===== config.mk =====
export PLATFORM = sky130hd
export DESIGN_NAME = ic_univ_cnt_reg_flat
export DESIGN_NICKNAME = d
export VERILOG_FILES = /design/src/rtl/ic_univ_cnt_reg_if.sv /design/src/rtl/ic_univ_cnt_reg.sv /design/src/flat_wrapper.sv
export SDC_FILE = /design/constraint.sdc
export NUM_CORES = 1
export LEC_CHECK = 0
export CAP_MARGIN = 20
export CELL_PAD_IN_SITES_DETAIL_PLACEMENT = 0
export CELL_PAD_IN_SITES_GLOBAL_PLACEMENT = 2
export CORE_AREA = 2 2 58 54
export CTS_CLUSTER_DIAMETER = 40
export DETAILED_ROUTE_END_ITERATION = 12
export DIE_AREA = 0 0 60 56
export PLACE_DENSITY = 0.74
export SYNTH_ARGS = -nofsm -noshare
export SYNTH_HDL_FRONTEND = slang
export SYNTH_SLANG_ARGS = --single-unit
export TNS_END_PERCENT = 1

===== constraint.sdc =====
create_clock -name C -period 1.81 [get_ports C]
set_input_delay 0.362 -clock C [delete_from_list [all_inputs] [get_ports C]]
set_output_delay 0.362 -clock C [all_outputs]
set_load 0.05 [all_outputs]

===== src/rtl/ic_univ_cnt_reg_if.sv =====
// Control/data bundle for ic_univ_cnt_reg: mode, enables, load/serial data in;
// core, storage and carry/borrow status out.
interface ic_univ_cnt_reg_if #(
    parameter int WIDTH = 4
);
    logic [1:0]       MODE;
    logic             CE;
    logic             UP;
    logic [WIDTH-1:0] D;
    logic             DI;
    logic             STB;
    logic             OEn;
    logic [WIDTH-1:0] QC;
    logic [WIDTH-1:0] Q;
    logic             SO;
    logic             CRn;
    logic             BRn;

    // Inputs are sampled on the rising clock edge; CRn/BRn are combinational.
    modport master (
        output MODE, CE, UP, D, DI, STB, OEn,
        input  QC, Q, SO, CRn, BRn
    );

    modport slave (
        input  MODE, CE, UP, D, DI, STB, OEn,
        output QC, Q, SO, CRn, BRn
    );
endinterface


===== src/rtl/ic_univ_cnt_reg.sv =====
// Universal modulo-N up/down counter / shift register with a snapshot storage register.
// Define CNT_TRISTATE_EN to make Q tristate under control of OEn.
module ic_univ_cnt_reg #(
    parameter int WIDTH   = 4,
    parameter int MODULUS = 16
) (
    input  logic              C,
    input  logic              R,
    ic_univ_cnt_reg_if.slave  bus
);
    localparam logic [WIDTH-1:0] LP_TOP = WIDTH'(MODULUS - 1);

    localparam logic [1:0] LP_HOLD  = 2'b00;
    localparam logic [1:0] LP_COUNT = 2'b01;
    localparam logic [1:0] LP_SHIFT = 2'b10;
    localparam logic [1:0] LP_LOAD  = 2'b11;

    logic [WIDTH-1:0] r_cnt;
    logic [WIDTH-1:0] r_oreg;
    logic [WIDTH-1:0] w_next;
    logic             w_count_up;
    logic             w_count_dn;

    assign w_count_up = (bus.MODE == LP_COUNT) && bus.CE && bus.UP;
    assign w_count_dn = (bus.MODE == LP_COUNT) && bus.CE && !bus.UP;

    // Out-of-range values wrap to 0 going up but walk down normally.
    always_comb begin
        w_next = r_cnt;
        case (bus.MODE)
            LP_HOLD:  w_next = r_cnt;
            LP_COUNT: begin
                if (w_count_up) begin
                    if (r_cnt >= LP_TOP) w_next = '0;
                    else                 w_next = r_cnt + 1'b1;
                end else if (w_count_dn) begin
                    if (r_cnt == '0) w_next = LP_TOP;
                    else             w_next = r_cnt - 1'b1;
                end
            end
            LP_SHIFT: begin
                if (bus.CE) w_next = {r_cnt[WIDTH-2:0], bus.DI};
            end
            LP_LOAD:  w_next = bus.D;
            default:  w_next = r_cnt;
        endcase
    end

    // Storage captures the pre-edge core value, so it lags the core by one edge.
    always_ff @(posedge C or negedge R) begin
        if (!R) begin
            r_cnt  <= '0;
            r_oreg <= '0;
        end else begin
            r_cnt <= w_next;
            if (bus.STB) r_oreg <= r_cnt;
        end
    end

    assign bus.QC  = r_cnt;
    assign bus.SO  = r_cnt[WIDTH-1];
    assign bus.CRn = ~(w_count_up && (r_cnt >= LP_TOP));
    assign bus.BRn = ~(w_count_dn && (r_cnt == '0));

`ifdef CNT_TRISTATE_EN
    assign bus.Q = bus.OEn ? {WIDTH{1'bz}} : r_oreg;
`else
    logic w_unused_oen;
    assign w_unused_oen = bus.OEn;
    assign bus.Q = r_oreg;
`endif

endmodule


===== src/flat_wrapper.sv =====
// flat-port wrapper written by rule: the top's interface ports become plain ports
module ic_univ_cnt_reg_flat 
#(
    parameter int WIDTH   = 4,
    parameter int MODULUS = 16
)
  (C, R, bus_MODE, bus_CE, bus_UP, bus_D, bus_DI, bus_STB, bus_OEn, bus_QC, bus_Q, bus_SO, bus_CRn, bus_BRn);
  ic_univ_cnt_reg_if #(.WIDTH(WIDTH)) bus_i ();
  input  logic C;
  input  logic R;
  input wire logic [$bits(bus_i.MODE)-1:0] bus_MODE;
  input wire logic [$bits(bus_i.CE)-1:0] bus_CE;
  input wire logic [$bits(bus_i.UP)-1:0] bus_UP;
  input wire logic [$bits(bus_i.D)-1:0] bus_D;
  input wire logic [$bits(bus_i.DI)-1:0] bus_DI;
  input wire logic [$bits(bus_i.STB)-1:0] bus_STB;
  input wire logic [$bits(bus_i.OEn)-1:0] bus_OEn;
  output wire logic [$bits(bus_i.QC)-1:0] bus_QC;
  output wire logic [$bits(bus_i.Q)-1:0] bus_Q;
  output wire logic [$bits(bus_i.SO)-1:0] bus_SO;
  output wire logic [$bits(bus_i.CRn)-1:0] bus_CRn;
  output wire logic [$bits(bus_i.BRn)-1:0] bus_BRn;
  assign bus_i.MODE = bus_MODE;
  assign bus_i.CE = bus_CE;
  assign bus_i.UP = bus_UP;
  assign bus_i.D = bus_D;
  assign bus_i.DI = bus_DI;
  assign bus_i.STB = bus_STB;
  assign bus_i.OEn = bus_OEn;
  assign bus_QC = bus_i.QC;
  assign bus_Q = bus_i.Q;
  assign bus_SO = bus_i.SO;
  assign bus_CRn = bus_i.CRn;
  assign bus_BRn = bus_i.BRn;
  ic_univ_cnt_reg #(.WIDTH(WIDTH), .MODULUS(MODULUS)) u_core (.C(C), .R(R), .bus(bus_i));
endmodule

==> metrics.txt, run 1 <==
status complete, but fails checks; failing checks negative setup slack; worst clock skew 2.12 ps; RSZ-0062 raised after global routing yes; nets@finish about 120; maxcap violations 0; dpl cells between 100 and 150; multiplexer share of the synthesized area 0.0982; Fin Setup TNS -5.21 ps; worst-path maximum fanout 3; commonest non-fill, non-tap cell in the layout buf_4; core area 2730 um^2; XOR/XNOR Fraction of Synth Area 0; hold_buf cts 0; global route total overflow 0; Cell Area, Synth approximately 600 um^2; Post-Synth Simple-Gate Area 0.202; Max VDD drop 461 uV; post-synthesis sequential area ratio 0.327; H-tree levels 1; Pleak 0.421 nW; crit path kind reg -> out; Clock Latency Late Sink 250 ps; final wirelength 1710 um; first-pass GRT wire length roughly 2800 um; TritonCTS buffer count 3; DP Wirelength 1330 um; Vias/cell 4.57; Worst Setup Start Kind flop; CTS Root Buffer Type clkbuf_4; P per Cell Area approximately 900 nW/um^2; WL/cell 11.8 um; I/O pin count 24; Register Area 201 um^2; endpoints failing hold 0; row count 18; clock sinks 8; number of DRC markers in iteration 0 25; WP data arrival 1450 ps; TritonCTS clock tree built; Max clock buf depth 2; Hold Slack 393 ps; min cycle time layout roughly 1800 ps; fmax 551 MHz; Area growth syn-to-layout 63.8%; setup slack after layout -5.21 ps; Cells after Synth 69; clock transition at the registers of the reported paths 50 ps; critical path endpoint category primary output; number of inserted diodes 0; Hold/Removal Path Class in -> async; pin count of the biggest net entering global routing 11; Starting Density 0.225; drc violations 0; Final Power 0.897 mW; post-route insts no fill 145; # fillers 290; Seq cells post-synth 8; main combinational cell family by area after synthesis compound AO/OA/AOI/OAI gates; die area 3360 um^2; most frequent cells in the layout buf_4 (24), clkdlybuf4s50_1 (8), nand2_1 (7), dfrtp_1 (7), o21ai_0 (5); initial antenna violation count 0; DR vias 662; net count after synthesis 84; Port Buf Inserts 22; final setup violation count 1; Required @ worst endpoint 1450 ps; share of cells above drive strength 1 0.410; GRT Total Usage 0.110; drt pass-1 iters 4; fin. max-slew vios 0; vias in the first global route 645; Synth Area in Compound Gates 0.235; post-synthesis cell type count 29; GP Congestion 0.682; Slew headroom 0.756; crit share post-route 1.00; Die W 60 um; die extent in y 56 um; worst slew pin tran ~370 ps; Multi-input gate area 384 um^2; Yosys warning count 0; Synth Area in Adders 0.0409; DRT antenna net count 0; Mean Syn Cell Area about 8.9 um^2
==> per-layer routing <==
metal | GRT usage | up-vias | part of all wire
met5 | 0 | - | 0
met4 | 0.0286 | 0 | 0.0082
li1 | - | 328 | -
met2 | 0.174 | 14 | 0.49
met1 | 0.145 | 318 | 0.46
met3 | 0.0326 | 2 | 0.037
==> path summary, 6_finish.rpt <==
kind                                                   start                      endpoint  slack [ps]  cells past startpoint
worst max-delay path            u_core.bus.QC[0]$_DFFE_PN0P_                       bus_BRn          -5                      5
worst min-delay path                                       R   u_core.bus.Q[0]$_DFFE_PN0P_         390                      1
worst max register to register  u_core.bus.QC[0]$_DFFE_PN0P_  u_core.bus.QC[0]$_DFFE_PN0P_         390                      6
worst min register to register   u_core.bus.Q[2]$_DFFE_PN0P_   u_core.bus.Q[2]$_DFFE_PN0P_         510                      1
max in group asynchronous                                  R  u_core.bus.QC[0]$_DFFE_PN0P_        1130                      1
min in group C                   u_core.bus.Q[2]$_DFFE_PN0P_   u_core.bus.Q[2]$_DFFE_PN0P_         510                      1
==> registers in the layout (all words and copies together), names as in the netlist <==
signal / cells
u_core.bus.Q: 4
u_core.bus.QC: 4
==> cell usage after synthesis, drive strengths merged <==
master / n / share of area
nor2: 4 / 0.025
a31o: 1 / 0.014
nor3: 2 / 0.016
nand3b: 2 / 0.025
a21oi: 4 / 0.033
o311ai: 1 / 0.027
and4b: 1 / 0.016
buf: 5 / 0.065
or3: 2 / 0.020
nand2b: 2 / 0.020
ha: 2 / 0.041
o2111ai: 1 / 0.014
o31a: 1 / 0.014
a31oi: 1 / 0.010
o221ai: 1 / 0.014
nand3: 2 / 0.016
dfrtp: 8 / 0.33
o21ai: 5 / 0.041
o21bai: 2 / 0.025
mux2: 5 / 0.098
o22a: 1 / 0.014
nand4: 1 / 0.010
nor4: 1 / 0.010
inv: 5 / 0.031
nand2: 7 / 0.043
a221oi: 2 / 0.029
==> power by group <==
group	switching, mW	internal (mW)
Clock	0.0579	0.0841
Sequential	0.0192	0.217
Combinational	0.319	0.200
Total	0.396	0.501
==> logic make-up after synthesis <==
family	after synthesis
compound gates	20
fa+ha+maj	2
buf+inv	10
flops	8
mux	5
simple gates	24
==> cell type report <==
type                       instances  share of cell area
multi-input combinational         51               0.383
timing repair buffer              37               0.321
sequential                         8               0.201
tap                               40              0.0499
clock buffer                       4              0.0262
inverter                           5              0.0187
==> what timing repair did <==
action | 4_1_cts | 5_1_grt
setup endpoints to repair | 2 | 2
setup buffers | 3 | 0
gates resized for setup | 11 | 1
pin swaps | 3 | 1
==> per-stage QoR <==
| step | util | area, um^2 | setup slack (ps) |
|---|---|---|---|
| 2_1_floorplan | - | 618 | -52.9 |
| 3_3_place_gp | 0.339 | 923 | -280 |
| 3_5_place_dp | 0.339 | 923 | -288 |
| 4_1_cts | 0.365 | 995 | -12.0 |
| 5_1_grt | 0.368 | 1000 | -59.1 |
| 6_report | 0.368 | 1000 | -5.21 |
==> critical path, stage by stage, from the launching register on <==
cell and delay (ps):
dfrtp_2 400, inv_2 70, ha_4 160, nand3_4 80
or3_4 340, buf_8 160
(Power assumes the default switching activity.)
==> run 2: changes to the inputs <==
--- a/config.mk
+++ b/config.mk
@@ -12,7 +12,7 @@
 export CTS_CLUSTER_DIAMETER = 40
 export DETAILED_ROUTE_END_ITERATION = 12
 export DIE_AREA = 0 0 60 56
-export PLACE_DENSITY = 0.74
+export PLACE_DENSITY_LB_ADDON = 0.05
 export SYNTH_ARGS = -nofsm -noshare
 export SYNTH_HDL_FRONTEND = slang
 export SYNTH_SLANG_ARGS = --single-unit
==> metrics.txt, run 2 (same netlist as run 1, synthesis figures left out) <==
H-tree levels 1 (unchanged); die extent in y 56 um (unchanged); endpoints failing hold 0 (unchanged); most frequent cells in the layout buf_4 (19), clkdlybuf4s50_1 (8), nand2_1 (7), dfrtp_1 (7); final setup violation count 1 (unchanged); WP data arrival 1460 ps (about the same); GRT Total Usage 0.123 (+0.0125); core area 2730 um^2 (unchanged); vias in the first global route 625 (-3.1%); final core occ 0.384 (+0.0165); Max VDD drop 724 uV (+57%); P per Cell Area 912 nW/um^2 (+1.9%); DRT antenna net count 0 (unchanged); DR vias 645 (-2.6%); clock sinks 8 (unchanged); fmax 548 MHz (-0.48%); cells along the critical path inv_2, ha_4, nand3_4, or3_4, buf_8; Fin Setup TNS -14.0 ps (-8.77 ps); Worst R2R End u_core.bus.QC[0]$_DFFE_PN0P_; Slowest-stage cell, CP dfrtp_2; Clock Latency Late Sink 250 ps (about the same); DP Wirelength 1410 um (+5.9%); number of DRC markers in iteration 0 15 (-40%); drc violations 0 (unchanged); nets@finish 120 (-0.83%); CP delay by family, top simple AND/OR/NAND/NOR gates; first-pass GRT wire length 3080 um (+8.2%); fin. max-slew vios 0 (unchanged); worst slew pin tran 371 ps (+6.25 ps); I/O pin count 24 (unchanged); Pleak 0.436 nW (+3.5%); setup slack after layout -14.0 ps (-8.77 ps); row count 18 (unchanged); crit share post-route 1.01 (+0.00485); Max clock buf depth 2 (unchanged); crit path buf inv count 2 (unchanged); Die W 60 um (unchanged); global route total overflow 0 (unchanged); drt pass-1 iters 4 (unchanged); Vias/cell 4.48 (-1.9%); R2R cell count 6 (unchanged); WL/cell 12.5 um (+5.8%); critical path endpoint category primary output; Final Power 0.955 mW (+6.4%); Worst Setup Start Kind flop; Starting Density 0.225 (unchanged); final wirelength 1790 um (+5.1%); commonest non-fill, non-tap cell in the layout buf_4; share of cells above drive strength 1 0.413 (+0.00394); Hold/Removal Path Class in -> async; R2R Setup Slk 430 ps (+40 ps); Required @ worst endpoint 1450 ps (about the same); initial antenna violation count 0 (unchanged); CTS Root Buffer Type clkbuf_4; crit path kind reg -> out; worst clock skew 1.35 ps (-0.770 ps); RR Startpoint u_core.bus.QC[0]$_DFFE_PN0P_; number of inserted diodes 0 (unchanged); TritonCTS buffer count 3 (unchanged); clock transition at the registers of the reported paths 60 ps (about the same); maxcap violations 0 (unchanged); failing checks negative setup slack; GP Congestion 0.742 (+8.8%); Area growth syn-to-layout 71.2%; die area 3360 um^2 (unchanged); Port Buf Inserts 22 (unchanged); pin count of the biggest net entering global routing 11 (unchanged); TritonCTS clock tree built; min cycle time layout 1820 ps (+8.77 ps); RSZ-0062 raised after global routing yes; CP max stage delay 400 ps (about the same); Slew headroom 0.752 (-0.00418); status complete, but fails checks; worst-path maximum fanout 3 (unchanged)
## run 2: cell types whose count changed in the layout (fill, tap and decap cells not counted), sizes merged
cell | previous run | this run
buf | 26 | 25
## run 2: how the worst max path moves through the flow
stage	to	depth (start not counted)	slack [ps]	from
CTS	bus_BRn	5	-20	u_core.bus.QC[0]$_DFFE_PN0P_
detailed placement	bus_BRn	4	-160	bus_MODE[0]
global route	bus_BRn	5	-80	u_core.bus.QC[1]$_DFFE_PN0P_
floorplan	bus_CRn	2	-50	u_core.bus.QC[1]$_DFFE_PN0P_
finish	bus_BRn	5	-10	u_core.bus.QC[0]$_DFFE_PN0P_
global placement	bus_BRn	4	-150	bus_MODE[0]
## run 2: per-stage QoR
stage          setup slack, ps  cells  cell area, um^2  hold WS (ps)
2_1_floorplan            -52.9     69              618          66.4
3_3_place_gp              -153    137              966           491
3_5_place_dp              -161    137              966           497
4_1_cts                  -21.4    144             1040           403
5_1_grt                  -82.4    144             1050           407
6_report                 -14.0    144             1050           390
## run 2: final cells by class
class | instances | area (um^2)
Fill cell | 299 | 1680
Multi-Input combinational cell | 51 | 387
Timing Repair Buffer | 36 | 364
Sequential cell | 8 | 201
Tap cell | 40 | 50.0
Clock buffer | 4 | 26.3
Inverter | 5 | 18.8
## run 2: repair_timing
action,CTS,global route
resized for setup,12,1
pin swaps,3,0
setup buffers,3,0
endpoints found under the setup margin,2,2
hold buffers,0,0
## run 2: per-layer routing
layer  routed length, um  track usage  vias up
met1                 882        0.165      307
met5                   0            0        -
met2                 851        0.183        9
li1                    -            -      327
met4                  14       0.0286        0
met3                  45       0.0488        2
## run 2: power by group
| group | leakage, nW | total, mW | internal, mW | switching, mW |
|---|---|---|---|---|
| clock network | 0.0150 | 0.147 | 0.0845 | 0.0624 |
| registers | 0.0851 | 0.237 | 0.217 | 0.0196 |
| logic | 0.335 | 0.571 | 0.245 | 0.327 |
| total | 0.436 | 0.955 | 0.546 | 0.409 |
## run 2: worst reg2reg max path: stages (launching register included)
cell and delay, ps:
dfrtp_2 400, buf_4 170, ha_2 210, nand3_1 80, nand2_1 50, a221oi_1 230, o22a_1 170
==> run 3: changes to the inputs <==
==> constraint.sdc (replaced) <==
create_clock -name C -period 1.7 [get_ports C]
set_input_delay 0.34 -clock C [delete_from_list [all_inputs] [get_ports C]]
set_output_delay 0.34 -clock C [all_outputs]
set_load 0.05 [all_outputs]
==> metrics.txt, run 3 (same netlist as run 1, synthesis figures left out) <==
Hold/Removal Path Class in -> async; clock transition at the registers of the reported paths 60 ps (about the same); hold_buf cts 0 (unchanged); GP Congestion 0.721 (-2.8%); maxcap violations 0 (unchanged); final wirelength 1840 um (+2.5%); failing checks negative setup slack; Starting Density 0.225 (unchanged); clock sinks 8 (unchanged); DP Wirelength 1430 um (+1.5%); WL/cell 12.7 um (+1.8%); status complete, but fails checks; die area 3360 um^2 (unchanged); Clock Latency Late Sink 250 ps (about the same); Die W 60 um (unchanged); worst-path maximum fanout 3 (unchanged); WP data arrival 1460 ps (about the same); GRT Total Usage 0.116 (-0.00677); CP max stage delay 410 ps (about the same); Vias/cell 4.41 (-1.5%); Max VDD drop 790 uV (+9.1%); crit share post-route 1.06; I/O pin count 24 (unchanged); post-route insts no fill 145 (+0.69%); Port Buf Inserts 22 (unchanged); crit path kind reg -> out; number of inserted diodes 0 (unchanged); min cycle time layout 1800 ps; cells along the critical path inv_2, ha_4, nand3_4, or3_4, buf_8; vias in the first global route 633 (+1.3%); RR Startpoint u_core.bus.QC[0]$_DFFE_PN0P_; share of cells above drive strength 1 0.429 (+0.0151); Slowest-stage cell, CP dfrtp_2; Slew headroom 0.737 (-0.0143); R2R cell count 6 (unchanged); RSZ-0062 raised after global routing yes; critical path endpoint category primary output; worst slew pin tran 393 ps (+21.3 ps); DR vias 640 (-0.78%); global route total overflow 0 (unchanged); H-tree levels 1 (unchanged); most frequent cells in the layout buf_4 (19), clkdlybuf4s50_1 (8), nand2_1 (7), buf_12 (6), dfrtp_1 (6); number of DRC markers in iteration 0 4 (-11); CTS Root Buffer Type clkbuf_4; Pleak 0.445 nW (+2.1%); endpoints failing hold 0 (unchanged); Worst Setup Start Kind flop; setup slack after layout -105 ps (-90.8 ps); pin count of the biggest net entering global routing 11 (unchanged); TritonCTS buffer count 3 (unchanged); TritonCTS clock tree built; initial antenna violation count 0 (unchanged); first-pass GRT wire length 2960 um (-4.0%); fmax 554 MHz; dpl cells 138 (+0.73%); row count 18 (unchanged); Max clock buf depth 2 (unchanged); P per Cell Area 972 nW/um^2 (+6.6%); DRT antenna net count 0 (unchanged); drc violations 0 (unchanged); CP startpoint u_core.bus.QC[1]$_DFFE_PN0P_; worst clock skew 0.0935 ps (-1.26 ps); final setup violation count 2 (+1); Final Power 1.04 mW (+8.8%); Required @ worst endpoint 1360 ps (-90 ps); core area 2730 um^2 (unchanged); die extent in y 56 um (unchanged); Area growth syn-to-layout 74.6%; drt pass-1 iters 4 (unchanged); nets@finish 121 (+0.83%); commonest non-fill, non-tap cell in the layout buf_4; fin. max-slew vios 0 (unchanged)
run 3: changes by cell type in the layout (fill, tap and decap cells not counted), sizes merged:
cell,delta
buf,+1
run 3: critical path, delay by kind of cell (launching register included):
family | cells | cell delay, ps
fa+ha+maj | 1 | 160
flops | 1 | 410
buf+inv | 2 | 230
simple gates | 2 | 420
run 3: layer usage:
metal | track usage | part of all wire
met2 | 0.182 | 0.48
met1 | 0.154 | 0.49
met4 | 0.0190 | 0.0076
met5 | 0 | 0
met3 | 0.0419 | 0.023
run 3: metrics by stage:
step                utilization  worst slack [ps]  TNS, ps  hold slack [ps]  area (um^2)
floorplan                     -             -34.6    -34.6             44.4          619
global placement          0.362              -211     -947              491          987
detailed placement        0.362              -237     -977              497          987
CTS                       0.391              -111     -184              378         1070
global route              0.392              -173     -258              383         1070
finish                    0.392              -105     -155              376         1070
run 3: worst paths after layout:
check | slack (ps) | to
worst min-delay path | 380 | u_core.bus.QC[3]$_DFFE_PN0P_
worst max-delay path | -100 | bus_BRn
min in group C | 510 | u_core.bus.Q[0]$_DFFE_PN0P_
worst max register to register | 300 | u_core.bus.QC[0]$_DFFE_PN0P_
worst min register to register | 510 | u_core.bus.Q[0]$_DFFE_PN0P_
max in group asynchronous | 1020 | u_core.bus.QC[1]$_DFFE_PN0P_
run 3: final cells by class:
cell class	instances	area (um^2)
multi-input combinational	51	387
fill	292	1660
timing repair buffer	37	384
sequential	8	203
tap	40	50.0
inverter	5	18.8
clock buffer	4	26.3
run 3: repair_timing:
item	in CTS	in global routing
setup buffers	3	0
endpoints found under the setup margin	2	2
hold endpoints to repair	0	0
gates cloned	0	0
pin swaps	3	1
gates resized for setup	12	1
run 3: power breakdown:
part,switching (mW),internal [mW]
Clock,0.0702,0.0902
Sequential,0.0212,0.232
Combinational,0.351,0.274
Total,0.442,0.597
